[src/rtl/div_pkg.sv]
// Shared types and constants for the div_seq_32 sequential divider.
// neg_prefix is only built when DIV_SIGNED_EN is defined.
package div_pkg;
   localparam int W     = 32;
   localparam int CNT_W = 5;
   localparam logic [CNT_W-1:0] ITER_LAST = 5'd31;

   typedef enum logic [1:0] {
      IDLE = 2'd0,
      CALC = 2'd1,
      FIX  = 2'd2,
      FIN  = 2'd3
   } state_e;

`ifdef DIV_SIGNED_EN
   // Two's-complement negate without a carry chain: keep bits up to the lowest one, invert above it.
   function automatic logic [W-1:0] neg_prefix(input logic [W-1:0] v);
      logic [W-1:0] res;
      logic         seen;
      seen = 1'b0;
      for (int i = 0; i < W; i++) begin
         res[i] = v[i] ^ seen;
         seen   = seen | v[i];
      end
      return res;
   endfunction
`endif
endpackage

[src/rtl/div_seq_32_if.sv]
// Issue-side handshake and operand/result bus of the div_seq_32 divider.
interface div_seq_32_if;
   import div_pkg::*;

   logic         start;
   logic         is_signed;
   logic [W-1:0] dividend;
   logic [W-1:0] divisor;
   logic [W-1:0] q;
   logic [W-1:0] r;
   logic         busy;
   logic         done;
   logic         dz;

   modport master (
      output start, is_signed, dividend, divisor,
      input  q, r, busy, done, dz
   );

   modport slave (
      input  start, is_signed, dividend, divisor,
      output q, r, busy, done, dz
   );
endinterface

[src/rtl/div_seq_32_addsub.sv]
// 32-bit add/subtract datapath (RC_ADD_SUB_32): sna=1 gives y=a-b with co=1 meaning no borrow.
module div_seq_32_addsub
   import div_pkg::*;
(
   input  logic [W-1:0] a,
   input  logic [W-1:0] b,
   input  logic         sna,
   output logic [W-1:0] y,
   output logic         co
);
   logic [W-1:0] b_x_s;
   logic [W:0]   sum_s;

   // Subtract is add of the inverted operand with carry-in set.
   always_comb begin
      b_x_s = b ^ {W{sna}};
      sum_s = {1'b0, a} + {1'b0, b_x_s} + {{W{1'b0}}, sna};
      y     = sum_s[W-1:0];
      co    = sum_s[W];
   end
endmodule

[src/rtl/div_seq_32.sv]
// Multi-cycle restoring divider, one quotient bit per clock, START/BUSY/DONE handshake.
// Define DIV_SIGNED_EN to honour is_signed (magnitude capture plus sign fix-up in FIX).
module div_seq_32
   import div_pkg::*;
(
   input  logic         clk,
   input  logic         rst,
   div_seq_32_if.slave  bus
);
   state_e           state_q, state_d;
   logic [CNT_W-1:0] cnt_q, cnt_d;
   logic [W-1:0]     rem_q, rem_d;
   logic [W-1:0]     quo_q, quo_d;
   logic [W-1:0]     dvsr_q, dvsr_d;
   logic             dz_flag_q, dz_flag_d;
   logic [W-1:0]     q_q, q_d;
   logic [W-1:0]     r_q, r_d;
   logic             dz_q, dz_d;
   logic             busy_q, busy_d;
   logic             done_q, done_d;
`ifdef DIV_SIGNED_EN
   logic             neg_q_q, neg_q_d;
   logic             neg_r_q, neg_r_d;
   logic [W-1:0]     orig_q, orig_d;
`endif

   logic [W:0]       p_s;
   logic [W-1:0]     add_a_s, add_b_s, add_y_s;
   logic             add_sna_s, add_co_s;

   assign p_s = {rem_q, quo_q[W-1]};

   // Shared adder operands: trial subtract in CALC, remainder negation in FIX.
   always_comb begin
      add_a_s   = p_s[W-1:0];
      add_b_s   = dvsr_q;
      add_sna_s = 1'b1;
`ifdef DIV_SIGNED_EN
      if (state_q == FIX) begin
         add_a_s = {W{1'b0}};
         add_b_s = rem_q;
      end else begin
         add_a_s = p_s[W-1:0];
         add_b_s = dvsr_q;
      end
`endif
   end

   div_seq_32_addsub u_addsub (
      .a   (add_a_s),
      .b   (add_b_s),
      .sna (add_sna_s),
      .y   (add_y_s),
      .co  (add_co_s)
   );

   // Next-state, datapath and result logic.
   always_comb begin
      state_d   = state_q;
      cnt_d     = cnt_q;
      rem_d     = rem_q;
      quo_d     = quo_q;
      dvsr_d    = dvsr_q;
      dz_flag_d = dz_flag_q;
      q_d       = q_q;
      r_d       = r_q;
      dz_d      = dz_q;
`ifdef DIV_SIGNED_EN
      neg_q_d   = neg_q_q;
      neg_r_d   = neg_r_q;
      orig_d    = orig_q;
`endif
      case (state_q)
         IDLE: begin
            if (bus.start) begin
               state_d   = CALC;
               cnt_d     = {CNT_W{1'b0}};
               rem_d     = {W{1'b0}};
               quo_d     = bus.dividend;
               dvsr_d    = bus.divisor;
               dz_flag_d = (bus.divisor == {W{1'b0}});
`ifdef DIV_SIGNED_EN
               orig_d  = bus.dividend;
               neg_q_d = bus.is_signed & (bus.dividend[W-1] ^ bus.divisor[W-1]);
               neg_r_d = bus.is_signed & bus.dividend[W-1];
               if (bus.is_signed && bus.dividend[W-1]) begin
                  quo_d = neg_prefix(bus.dividend);
               end else begin
                  quo_d = bus.dividend;
               end
               if (bus.is_signed && bus.divisor[W-1]) begin
                  dvsr_d = neg_prefix(bus.divisor);
               end else begin
                  dvsr_d = bus.divisor;
               end
`endif
            end else begin
               state_d = IDLE;
            end
         end
         CALC: begin
            // P[32] set means the trial subtract cannot underflow even if co says borrow.
            if (p_s[W] || add_co_s) begin
               rem_d = add_y_s;
               quo_d = {quo_q[W-2:0], 1'b1};
            end else begin
               rem_d = p_s[W-1:0];
               quo_d = {quo_q[W-2:0], 1'b0};
            end
            if (cnt_q == ITER_LAST) begin
               state_d = FIX;
               cnt_d   = {CNT_W{1'b0}};
            end else begin
               cnt_d = cnt_q + 5'd1;
            end
         end
         FIX: begin
            state_d = FIN;
            dz_d    = dz_flag_q;
            q_d     = quo_q;
            r_d     = rem_q;
`ifdef DIV_SIGNED_EN
            if (dz_flag_q) begin
               q_d = {W{1'b1}};
               r_d = orig_q;
            end else begin
               if (neg_q_q) begin
                  q_d = neg_prefix(quo_q);
               end else begin
                  q_d = quo_q;
               end
               if (neg_r_q) begin
                  r_d = add_y_s;
               end else begin
                  r_d = rem_q;
               end
            end
`endif
         end
         FIN: begin
            state_d = IDLE;
         end
         default: begin
            state_d = IDLE;
         end
      endcase
      busy_d = (state_d == CALC) || (state_d == FIX);
      done_d = (state_d == FIN);
   end

   // State, datapath and output registers with synchronous reset.
   always_ff @(posedge clk) begin
      if (rst) begin
         state_q   <= IDLE;
         cnt_q     <= {CNT_W{1'b0}};
         rem_q     <= {W{1'b0}};
         quo_q     <= {W{1'b0}};
         dvsr_q    <= {W{1'b0}};
         dz_flag_q <= 1'b0;
         q_q       <= {W{1'b0}};
         r_q       <= {W{1'b0}};
         dz_q      <= 1'b0;
         busy_q    <= 1'b0;
         done_q    <= 1'b0;
`ifdef DIV_SIGNED_EN
         neg_q_q   <= 1'b0;
         neg_r_q   <= 1'b0;
         orig_q    <= {W{1'b0}};
`endif
      end else begin
         state_q   <= state_d;
         cnt_q     <= cnt_d;
         rem_q     <= rem_d;
         quo_q     <= quo_d;
         dvsr_q    <= dvsr_d;
         dz_flag_q <= dz_flag_d;
         q_q       <= q_d;
         r_q       <= r_d;
         dz_q      <= dz_d;
         busy_q    <= busy_d;
         done_q    <= done_d;
`ifdef DIV_SIGNED_EN
         neg_q_q   <= neg_q_d;
         neg_r_q   <= neg_r_d;
         orig_q    <= orig_d;
`endif
      end
   end

   assign bus.q    = q_q;
   assign bus.r    = r_q;
   assign bus.dz   = dz_q;
   assign bus.busy = busy_q;
   assign bus.done = done_q;
endmodule

[src/flat_wrapper.sv]
// flat-port wrapper written by rule: the top's interface ports become plain ports
module div_seq_32_flat import div_pkg::*;
  (clk, rst, bus_start, bus_is_signed, bus_dividend, bus_divisor, bus_q, bus_r, bus_busy, bus_done, bus_dz);
  div_seq_32_if bus_i ();
  input  logic clk;
  input  logic rst;
  input wire logic [$bits(bus_i.start)-1:0] bus_start;
  input wire logic [$bits(bus_i.is_signed)-1:0] bus_is_signed;
  input wire logic [$bits(bus_i.dividend)-1:0] bus_dividend;
  input wire logic [$bits(bus_i.divisor)-1:0] bus_divisor;
  output wire logic [$bits(bus_i.q)-1:0] bus_q;
  output wire logic [$bits(bus_i.r)-1:0] bus_r;
  output wire logic [$bits(bus_i.busy)-1:0] bus_busy;
  output wire logic [$bits(bus_i.done)-1:0] bus_done;
  output wire logic [$bits(bus_i.dz)-1:0] bus_dz;
  assign bus_i.start = bus_start;
  assign bus_i.is_signed = bus_is_signed;
  assign bus_i.dividend = bus_dividend;
  assign bus_i.divisor = bus_divisor;
  assign bus_q = bus_i.q;
  assign bus_r = bus_i.r;
  assign bus_busy = bus_i.busy;
  assign bus_done = bus_i.done;
  assign bus_dz = bus_i.dz;
  div_seq_32 u_core (.clk(clk), .rst(rst), .bus(bus_i));
endmodule
[config.mk]
export PLATFORM = sky130hd
export DESIGN_NAME = div_seq_32_flat
export DESIGN_NICKNAME = d
export VERILOG_FILES = /design/src/rtl/div_pkg.sv /design/src/rtl/div_seq_32_if.sv /design/src/rtl/div_seq_32_addsub.sv /design/src/rtl/div_seq_32.sv /design/src/flat_wrapper.sv
export SDC_FILE = /design/constraint.sdc
export NUM_CORES = 1
export LEC_CHECK = 0
export ABC_AREA = 1
export CAP_MARGIN = 10
export CELL_PAD_IN_SITES_DETAIL_PLACEMENT = 1
export CELL_PAD_IN_SITES_GLOBAL_PLACEMENT = 2
export CORE_MARGIN = 4
export CORE_UTILIZATION = 30
export CTS_CLUSTER_SIZE = 28
export DETAILED_ROUTE_END_ITERATION = 12
export PLACE_DENSITY = 0.85
export SYNTH_ARGS = -nofsm -noshare
export SYNTH_HDL_FRONTEND = slang
export SYNTH_SLANG_ARGS = --single-unit
[constraint.sdc]
create_clock -name clk -period 2.9 [get_ports clk]
set_input_delay 0.87 -clock clk [delete_from_list [all_inputs] [get_ports clk]]
set_output_delay 0.87 -clock clk [all_outputs]
set_load 0.01 [all_outputs]
# After elaboration in Yosys (flattened, before gate mapping)
# Index checks and enable logic that the tools add are counted.
[totals]
regBits = 171
inputBits = 68
out_inout_bits = 67
word_cells = 42
[classes]
n_addsub = 3
n_eq_ne = 8
muxes = 12
bitwise_logic = 1
reduce_logical = 7
[op_table]
columns = ["operator", "count"]
rows = [
  ["case mux 32 bit (2 select lines)", 2],
  ["two-way mux 32 bit", 3],
  ["adder 32 x 32 -> 33 bit", 1],
  ["adder 33 x 1 -> 33 bit, second input constant", 1],
  ["zero test 32 bit", 1],
  ["NOT 32 bit", 1],
  ["two-way mux 5 bit", 2],
  ["case mux 5 bit (2 select lines)", 1],
  ["== test 2 bit, second input constant", 4],
  ["case mux 2 bit (4 select lines)", 1],
  ["adder 5 x 1 -> 5 bit, second input constant", 1],
  ["== test 5 bit, second input constant", 1],
  ["== test 2 x 1 -> 1 bit, second input constant", 2],
  ["AND reduction 2 bit", 2],
  ["zero test 2 bit", 1],
  ["logical OR 1 bit", 2],
  ["two-way mux 1 bit", 2],
  ["two-way mux 2 bit", 1],
  ["inequality test 2 bit, second input constant", 1],
  ["nonzero test 2 bit", 1],
]

# Depth between registers and ports, before layout
# Gate-level depths: netlist of the first run.
[depth]
ltp_word = 6
depth_mapped = 17
ltp_nobuf = 16

# Modules after synthesis
# From an unflattened synthesis of the first run, not the netlist that was laid out.
[unflattened]
hier_cells = 1278
hier_area_um2 = 9032.4
[by_module_without_submodules]
columns = ["mod", "n_inst", "cells_per_inst", "area_each_um2", "seq_area_each_um2"]
rows = [
  ["div_seq_32", 1, 794, 6456.2, 3423.3],
  ["div_seq_32_addsub", 1, 484, 2576.2, 0.0],
]

# Worst setup path before layout of the first run
# No wires, ideal clock.
[synth_path]
path_type = "reg-to-reg"
from = "reg u_core.quo_q[31]"
to = "reg u_core.rem_q[10]"
setup_ns = 0.141
arrival_ns = 1.993
required_time_ns = 2.759
slack_ns = 0.767
stages_incl_launch_ff = 18
path_buffers = 1
synth_period_minus_slack_ns = 2.133
path_cell_list = "dfxtp_1 > inv_1 > ha_1 > inv_1 > fa_1 > nand2_1 > nand2_1 > nand3_1 > nand2_2 > nand2_2 > nand2_4 > nand2_4 > nand3_4 > inv_4 > buf_12 > nand2_4 > nand3_2 > a21oi_2"
[synth_between]
elab_chain_len = 5
[synth_lines]
columns = ["element", "line_no", "text"]
rows = [
  ["from (decl)", "div_seq_32.sv:13", "logic [W-1:0] quo_q, quo_d;"],
  ["from (signal assigned)", "div_seq_32.sv:157", "quo_q <= {W{1'b0}};"],
  ["from (signal assigned)", "div_seq_32.sv:174", "quo_q <= quo_d;"],
  ["adder 32 x 32 -> 33 bit *", "div_seq_32_addsub.sv:17", "sum_s = {1'b0, a} + {1'b0, b_x_s} + {{W{1'b0}}, sna};"],
  ["adder 33 x 1 -> 33 bit *", "div_seq_32_addsub.sv:17", ""],
  ["logical OR 1 bit", "div_seq_32.sv:103", "if (p_s[W] || add_co_s) begin"],
  ["two-way mux 32 bit *", "div_seq_32.sv:103", ""],
  ["case mux 32 bit (2 select lines) *", "div_seq_32.sv:73", "case (state_q)"],
  ["to (signal assigned)", "div_seq_32.sv:156", "rem_q <= {W{1'b0}};"],
  ["to (signal assigned)", "div_seq_32.sv:173", "rem_q <= rem_d;"],
  ["to (decl)", "div_seq_32.sv:12", "logic [W-1:0] rem_q, rem_d;"],
]
# Mark *: on every way between the ends. The rest lies on a longest branch, timed or not.
# A chain may end at the register's enable or synchronous reset.

# Worst setup path in the final report of the first run
[layout_path]
from = "reg u_core.quo_q[31]"
to = "reg u_core.rem_q[13]"
# The elaborated chain is that of the path after synthesis.

==> results.json, run 1 <==
{
  "status": "completed",
  "syn_area_sq_mm": 0.00917,
  "synth_mux_area_share_pct": 0,
  "use_met3_pct": 2.84,
  "yosys.area_share.simple_pct": 27.4,
  "cp.arrival_ns": 2.88,
  "critPathCaptureType": "flip-flop",
  "clk_latency_ns": 0.44,
  "slew_headroom_pct": 57.8,
  "skew_ns": 0.0162,
  "n_antenna_cell": 0,
  "cp_cell_sequence": "inv_1, ha_1, inv_1, fa_1, nand2_1, nand2_1, nand3_1, nand2_2, nand2_2, nand2_4, nand2_4, nand3_4, inv_4, nand2_1, nand3_1, a21oi_1",
  "use_met1_pct": 23.2,
  "leakage_nw": 5.10,
  "synth_xor_area_share_pct": 1.43,
  "cts_buffers": 17,
  "cpMostUsedCell": "nand2_1",
  "hold_viol_final": 0,
  "overflow": 0,
  "timing.critical_path.slowest_stage_cell": "fa_1",
  "drive_above_1_share_pct": 8.03,
  "multi_input_area_sq_mm": 0.00473,
  "drv_cap": 0,
  "rows": 63,
  "synth_top_family_by_area": "simple AND/OR/NAND/NOR gates",
  "ys_types": 36,
  "place_area_sq_mm": 0.0109,
  "period_needed_ns": 2.58,
  "critical_path_class": "reg -> reg",
  "layout-area-overhead-vs-synth_pct": 26.0,
  "post_cts.repair.setup_buffers": 0,
  "dr.pass1.iters": 5,
  "synthTopCellsByArea": "dfxtp_1 37%, nand2_1 15%, inv_1 7.6%, o21ai_0 6.9%, a21oi_1 6.3%",
  "grt_pass1_wl_microns": 49500,
  "synth_compound_area_share_pct": 17.7,
  "holdCritPathClass": "reg -> reg",
  "grt_max_degree": 55,
  "yosysTopAreaCellShare_pct": 37.3,
  "final_area_sq_mm": 0.0116,
  "tightest_slew_ns": 0.632,
  "period_share_pct": 89.1,
  "die_area_sq_mm": 0.0334,
  "max_stage_delay_ns": 0.39,
  "h-tree-depth": 4,
  "core_sq_mm": 0.0299,
  "clkSinkCount": 171,
  "slew_viol_final": 0,
  "crit_path_start_kind": "flip-flop",
  "yosysSeqAreaShare_pct": 37.3,
  "mostFrequentLayoutCell": "nand2_1",
  "setup_violations": 0,
  "use_met2_pct": 32.0,
  "io_buffers": 133,
  "synth_cells": 1370,
  "drc": 0,
  "timing.critical_path.fanout_max": 17,
  "finalWirelength_microns": 29900,
  "rsz0062_at_grt": "no",
  "start_util_pct": 30.7,
  "seq_area_sq_mm": 0.00342,
  "antenna_left": 0,
  "io_pins": 135,
  "fmax_mhz": 387,
  "synth_top_area_cell": "dfxtp_1",
  "via_per_inst": 4.75,
  "cts_tree": "built",
  "cts_buffer_depth": 2,
  "cp_top_family": "simple AND/OR/NAND/NOR gates",
  "synth_warnings": 0,
  "cp_data_required_time_ns": 3.19,
  "place_congestion": 0.901,
  "grt.busiest_layer": "met2",
  "timing.setup.tns_ns": 0,
  "synth_seq_cells": 171,
  "root_buffer": "clkbuf_16",
  "grt_pass1_vias": 9504,
  "ir_drop_mv": 0.412,
  "power.density_mw_per_mm2": 769,
  "routed-via-count": 8953,
  "finalNetCount": 1586,
  "grt_usage_pct": 18.1,
  "path_buf_inv": 3,
  "mostFrequentLayoutCells": "367 x nand2_1, 185 x inv_1, 171 x dfxtp_1",
  "postCtsHoldBufs": 0,
  "cts_resized": 0,
  "drt-initial-drc-count": 437,
  "synth_fp_nets": 1474,
  "yosys.area_share.adder_pct": 4.99,
  "antenna_found_initial": 0,
  "fp.dieH_microns": 183,
  "die_x_microns": 183,
  "avgRoutedWirePerCell_microns": 15.8,
  "syn_area_per_cell_sq_um": 6.70,
  "dp_hpwl_microns": 22400,
  "clk_pin_slew_ns": 0.08,
  "fillers": 3773
}
==> metal layers <==
layer  wire length (microns)  vias to the layer above
li1                        -                     4587
met1                   13800                     4217
met2                   14700                      128
met3                     997                       21
met4                     432                        0
met5                       0                        -
==> kinds of logic after synthesis <==
kind of cell | after synthesis
simple gates | 584
xor+xnor | 15
flops | 171
fa+ha+maj | 36
buf+inv | 262
compound gates | 302
==> final timing paths <==
kind / start / endpoint / slack (ns) / cells past startpoint
max: u_core.quo_q[31]$_SDFFE_PP0P_ / u_core.rem_q[13]$_SDFFE_PP0P_ / 0.32 / 16
min: u_core.quo_q[20]$_SDFFE_PP0P_ / u_core.bus.q[20]$_SDFFE_PP0P_ / 0.46 / 2
max reg2reg: u_core.quo_q[31]$_SDFFE_PP0P_ / u_core.rem_q[13]$_SDFFE_PP0P_ / 0.32 / 16
min reg2reg: u_core.quo_q[20]$_SDFFE_PP0P_ / u_core.bus.q[20]$_SDFFE_PP0P_ / 0.46 / 2
==> metrics by stage <==
| step | power (W) | setup slack, ns | hold slack (ns) | std cells | utilization, % |
|---|---|---|---|---|---|
| 6_report | 0.00889 | 0.316 | 0.459 | 1885 | 38.7 |
| 5_1_grt | 0.00963 | 0.0318 | 0.489 | 1885 | 38.7 |
| 2_1_floorplan | 0.00560 | 0.767 | 0.434 | 1370 | - |
| 3_5_place_dp | 0.00661 | 0.311 | 0.450 | 1853 | 36.6 |
| 3_3_place_gp | 0.00654 | 0.381 | 0.448 | 1853 | 36.6 |
| 4_1_cts | 0.00902 | 0.282 | 0.462 | 1885 | 38.7 |
==> cells in the mapped netlist, drive strengths merged <==
cell / n
clkinv: 2
inv: 196
a221oi: 1
nand4: 6
ha: 35
buf: 10
o21bai: 4
nor2: 110
fa: 1
clkbuf: 54
a21o: 2
a31oi: 33
nand2: 387
nor4: 9
xnor2: 13
or2: 1
a21oi: 129
nand3: 63
nor3: 8
dfxtp: 171
o21ai: 133
xor2: 2
==> power breakdown <==
part           internal (W)  switching [W]
clock network       0.00118        0.00118
registers           0.00254       0.000151
logic               0.00129        0.00256
total               0.00500        0.00389
==> worst reg2reg max path: stages (launching register included) <==
cell and delay (ns):
dfxtp_1 0.33, inv_1 0.10, ha_1 0.15, inv_1 0.07
fa_1 0.39, nand2_1 0.10, nand2_1 0.09, nand3_1 0.12
nand2_2 0.10, nand2_2 0.09, nand2_4 0.07, nand2_4 0.07
nand3_4 0.15, inv_4 0.35, nand2_1 0.11, nand3_1 0.10
a21oi_1 0.06
==> sequential cells by signal (all words and copies together) (netlist names) <==
name              count
u_core.bus.dz         1
u_core.add_b_s       32
u_core.bus.r         32
u_core.bus.done       1
u_core.rem_q         32
u_core.bus.busy       1
u_core.bus.q         32
u_core.dz_flag_q      1
u_core.state_q        2
u_core.quo_q         32
u_core.cnt_q          5
==> area by class of cell <==
| class | count | area share (%) |
|---|---|---|
| tap | 390 | 4.22 |
| sequential | 171 | 29.6 |
| clock inverter | 15 | 1.60 |
| multi-input combinational | 937 | 41.0 |
| timing repair buffer | 157 | 13.5 |
| clock buffer | 17 | 3.68 |
| inverter | 198 | 6.45 |
(Power assumes the default switching activity.)
==> inputs of run 2 (changes only) <==
Settings changed: ABC_AREA 1 to default, CAP_MARGIN 10 to default, CORE_UTILIZATION 30 to 31.
==> run 2 against run 1 <==
Against the previous run: worst hold slack worse by 0.0025 ns; final area is 7.1% lower; global-route usage is 0.55 points lower; critical path depth is 4 lower; clock-buffer cell count stayed put; largest power group is now sequential cells; core utilization is 2.3 points higher; fmax is 5.6% lower; sequential share of layout area is 2.3 points higher; sequential power is 4% lower.
==> results.json, run 2 <==
{
  "dp_hpwl_microns": 18500,
  "slew_viol_final": 0,
  "yosys.cell_count.top_type": "nand2_1",
  "slew_headroom_pct": 55.9,
  "rows": 59,
  "postCtsHoldBufs": 0,
  "place_area_sq_mm": 0.0101,
  "overflow": 0,
  "switching_power_w": 0.00266,
  "holdCritPathClass": "reg -> reg",
  "layout-area-overhead-vs-synth_pct": 29.0,
  "netSwitchingFraction_pct": 36.1,
  "final_area_sq_mm": 0.0107,
  "finalNetCount": 1308,
  "cts_buffers": 17,
  "whs_ns": 0.457,
  "place_inst": 1518,
  "rr_worst_depth": 12,
  "skew_ns": 0.0160,
  "grt_pass1_wl_microns": 42000,
  "clock_power_share_pct": 31.4,
  "grt_pass1_vias": 8109,
  "ys_types": 66,
  "grt_max_degree": 142,
  "rr_endpoint": "u_core.rem_q[30]$_SDFFE_PP0P_",
  "avgRoutedWirePerCell_microns": 16.6,
  "period_share_pct": 94.4,
  "timing.critical_path.fanout_max": 6,
  "root_buffer": "clkbuf_16",
  "crit_path_start_kind": "flip-flop",
  "synthTopCellsByArea": "dfxtp_1 41%, nand2_1 14%, a21oi_1 8.0%, ha_1 5.3%, a311oi_1 3.5%",
  "synth_warnings": 0,
  "rrSetupSlack_ns": 0.16,
  "synth-async-reset-ratio_pct": 0,
  "r2r_start": "u_core.add_b_s[0]$_SDFFE_PP0P_",
  "yosysSeqAreaShare_pct": 41.1,
  "cts_buffer_depth": 2,
  "drt-initial-drc-count": 322,
  "cp.arrival_ns": 3.03,
  "timing.critical_path.slowest_stage_cell": "fa_2",
  "power_frac_comb_pct": 33.4,
  "die_x_microns": 172,
  "synth_mux_area_share_pct": 0.601,
  "fillers": 3129,
  "synth_xor_area_share_pct": 2.53,
  "final_core_util_pct": 41.0,
  "grt_usage_pct": 17.6,
  "syn_area_sq_mm": 0.00832,
  "setup_violations": 0,
  "syn_area_per_cell_sq_um": 7.65,
  "ir_drop_mv": 0.320,
  "yosys.area_share.simple_pct": 22.0,
  "power.density_mw_per_mm2": 686,
  "io_pins": 135,
  "clkSinkCount": 171,
  "die_area_sq_mm": 0.0295,
  "internal-power_w": 0.00471,
  "place_congestion": 0.889,
  "finalWirelength_microns": 25800,
  "h-tree-depth": 4,
  "drc": 0,
  "mostFrequentLayoutCell": "nand2_1",
  "routed-via-count": 7951,
  "period_needed_ns": 2.74,
  "start_util_pct": 31.8,
  "fp.dieH_microns": 172,
  "dr.pass1.iters": 4,
  "synth_top_family_by_area": "compound AO/OA/AOI/OAI gates",
  "synth_cells": 1088,
  "critical_path_class": "reg -> reg",
  "synth-main-ff-cell": "dfxtp_1",
  "hold_start": "u_core.add_b_s[16]$_SDFFE_PP0P_",
  "cp_cell_sequence": "ha_1, inv_1, fa_2, a211oi_4, o21ai_2, a41oi_2, o311ai_4, a21oi_2, nand2_1, a311oi_1, a41o_1, a211oi_2",
  "clk_pin_slew_ns": 0.08,
  "status": "completed",
  "synth_compound_area_share_pct": 22.8,
  "via_per_inst": 5.12,
  "holdPathStages": 2,
  "fin_cells": 1552,
  "synthTopCellsByCount": "313 x nand2_1, 171 x dfxtp_1, 133 x a21oi_1",
  "cts_tree": "built",
  "yosys.area_share.adder_pct": 5.50,
  "core_sq_mm": 0.0262,
  "seqPwrFrac_pct": 35.2,
  "drive_above_1_share_pct": 8.55,
  "hold_viol_final": 0,
  "cp_data_required_time_ns": 3.20,
  "critPathCaptureType": "flip-flop",
  "n_antenna_cell": 0,
  "mostFrequentLayoutCells": "312 x nand2_1, 171 x dfxtp_1, 132 x a21oi_1, 132 x clkdlybuf4s50_1, 69 x nor2_1",
  "io_buffers": 133,
  "leakage_nw": 3.96,
  "synth_seq_cells": 171,
  "hold_end": "u_core.add_b_s[16]$_SDFFE_PP0P_",
  "max_stage_delay_ns": 0.37,
  "clk_latency_ns": 0.44,
  "antenna_found_initial": 0,
  "antenna_left": 0,
  "drv_cap": 0,
  "tightest_slew_ns": 0.662,
  "synth_fp_nets": 1192,
  "fmax_mhz": 365,
  "yosysTopAreaCellShare_pct": 41.1,
  "synth_edf_count": 0,
  "synth_top_area_cell": "dfxtp_1",
  "timing.setup.tns_ns": 0
}
==> run 2: changes by cell type in the layout (fill, tap and decap cells not counted), moves of 16 or more <==
cell,delta
nand2_1,-55
nand3_1,-40
nor2_1,-35
a31oi_1,-28
o21ai_0,-87
a311oi_1,+33
inv_1,-146
a21oi_1,+16
==> run 2: layer usage <==
| layer | wire [microns] | GRT usage [%] | vias up |
|---|---|---|---|
| met4 | 323 | 4.34 | 0 |
| met5 | 0 | 0 | - |
| li1 | - | - | 3972 |
| met3 | 1060 | 3.50 | 21 |
| met2 | 12200 | 29.4 | 131 |
| met1 | 12200 | 23.4 | 3827 |
==> run 2: worst max-delay path: cells and delay by family, from the launching register on <==
kind	cells	cell delay, ns
AO/OA/AOI/OAI	8	1.51
adder cells (fa/ha/maj)	2	0.55
buffers and inverters	1	0.06
flip-flops	1	0.36
AND/OR/NAND/NOR	1	0.10
==> run 2: logic make-up after synthesis <==
group           Yosys count
flops                   171
buf+inv                 111
mux                       5
xor+xnor                 24
fa+ha+maj                36
simple gates            447
compound gates          294
==> run 2: worst max path at each step <==
stage / end / depth (start not counted) / slack [ns] / start
after global placement: u_core.rem_q[28]$_SDFFE_PP0P_ / 12 / 0.09 / u_core.add_b_s[0]$_SDFFE_PP0P_
after floorplan: u_core.rem_q[28]$_SDFFE_PP0P_ / 13 / 0.27 / u_core.quo_q[31]$_SDFFE_PP0P_
final: u_core.rem_q[30]$_SDFFE_PP0P_ / 12 / 0.16 / u_core.add_b_s[0]$_SDFFE_PP0P_
after detailed placement: u_core.rem_q[28]$_SDFFE_PP0P_ / 12 / 0.04 / u_core.add_b_s[0]$_SDFFE_PP0P_
after global routing: u_core.rem_q[28]$_SDFFE_PP0P_ / 12 / -0.01 / u_core.add_b_s[0]$_SDFFE_PP0P_
after CTS: u_core.rem_q[28]$_SDFFE_PP0P_ / 12 / 0.006 / u_core.add_b_s[0]$_SDFFE_PP0P_
==> run 2: per-stage QoR <==
stage                     total power, W  setup WS (ns)
after floorplan                  0.00432          0.270
after global placement           0.00500         0.0912
after detailed placement         0.00503         0.0417
after CTS                        0.00739        0.00579
after global routing             0.00781        -0.0106
final                            0.00737          0.163
==> run 2: power groups by stage <==
stage          sequential [W]  clock (W)  combinational [W]
2_1_floorplan         0.00261          0            0.00172
3_3_place_gp          0.00264          0            0.00236
3_5_place_dp          0.00264          0            0.00239
4_1_cts               0.00259    0.00239            0.00241
5_1_grt               0.00261    0.00248            0.00272
6_report              0.00259    0.00232            0.00246
==> run 2: what timing repair did <==
item | 4_1_cts | 5_1_grt
gates resized for setup | 0 | 8
endpoints found under the setup margin | 0 | 14
setup buffers | 0 | 2
==> run 2: final cells by class <==
class	count	area (sq um)	share of cell area, %
Timing Repair Buffer	169	1650	15.4
Clock inverter	15	170	1.58
Sequential cell	171	3420	31.9
Inverter	39	146	1.36
Tap cell	335	419	3.90
Multi-Input combinational cell	806	4510	42.0
Clock buffer	17	425	3.96
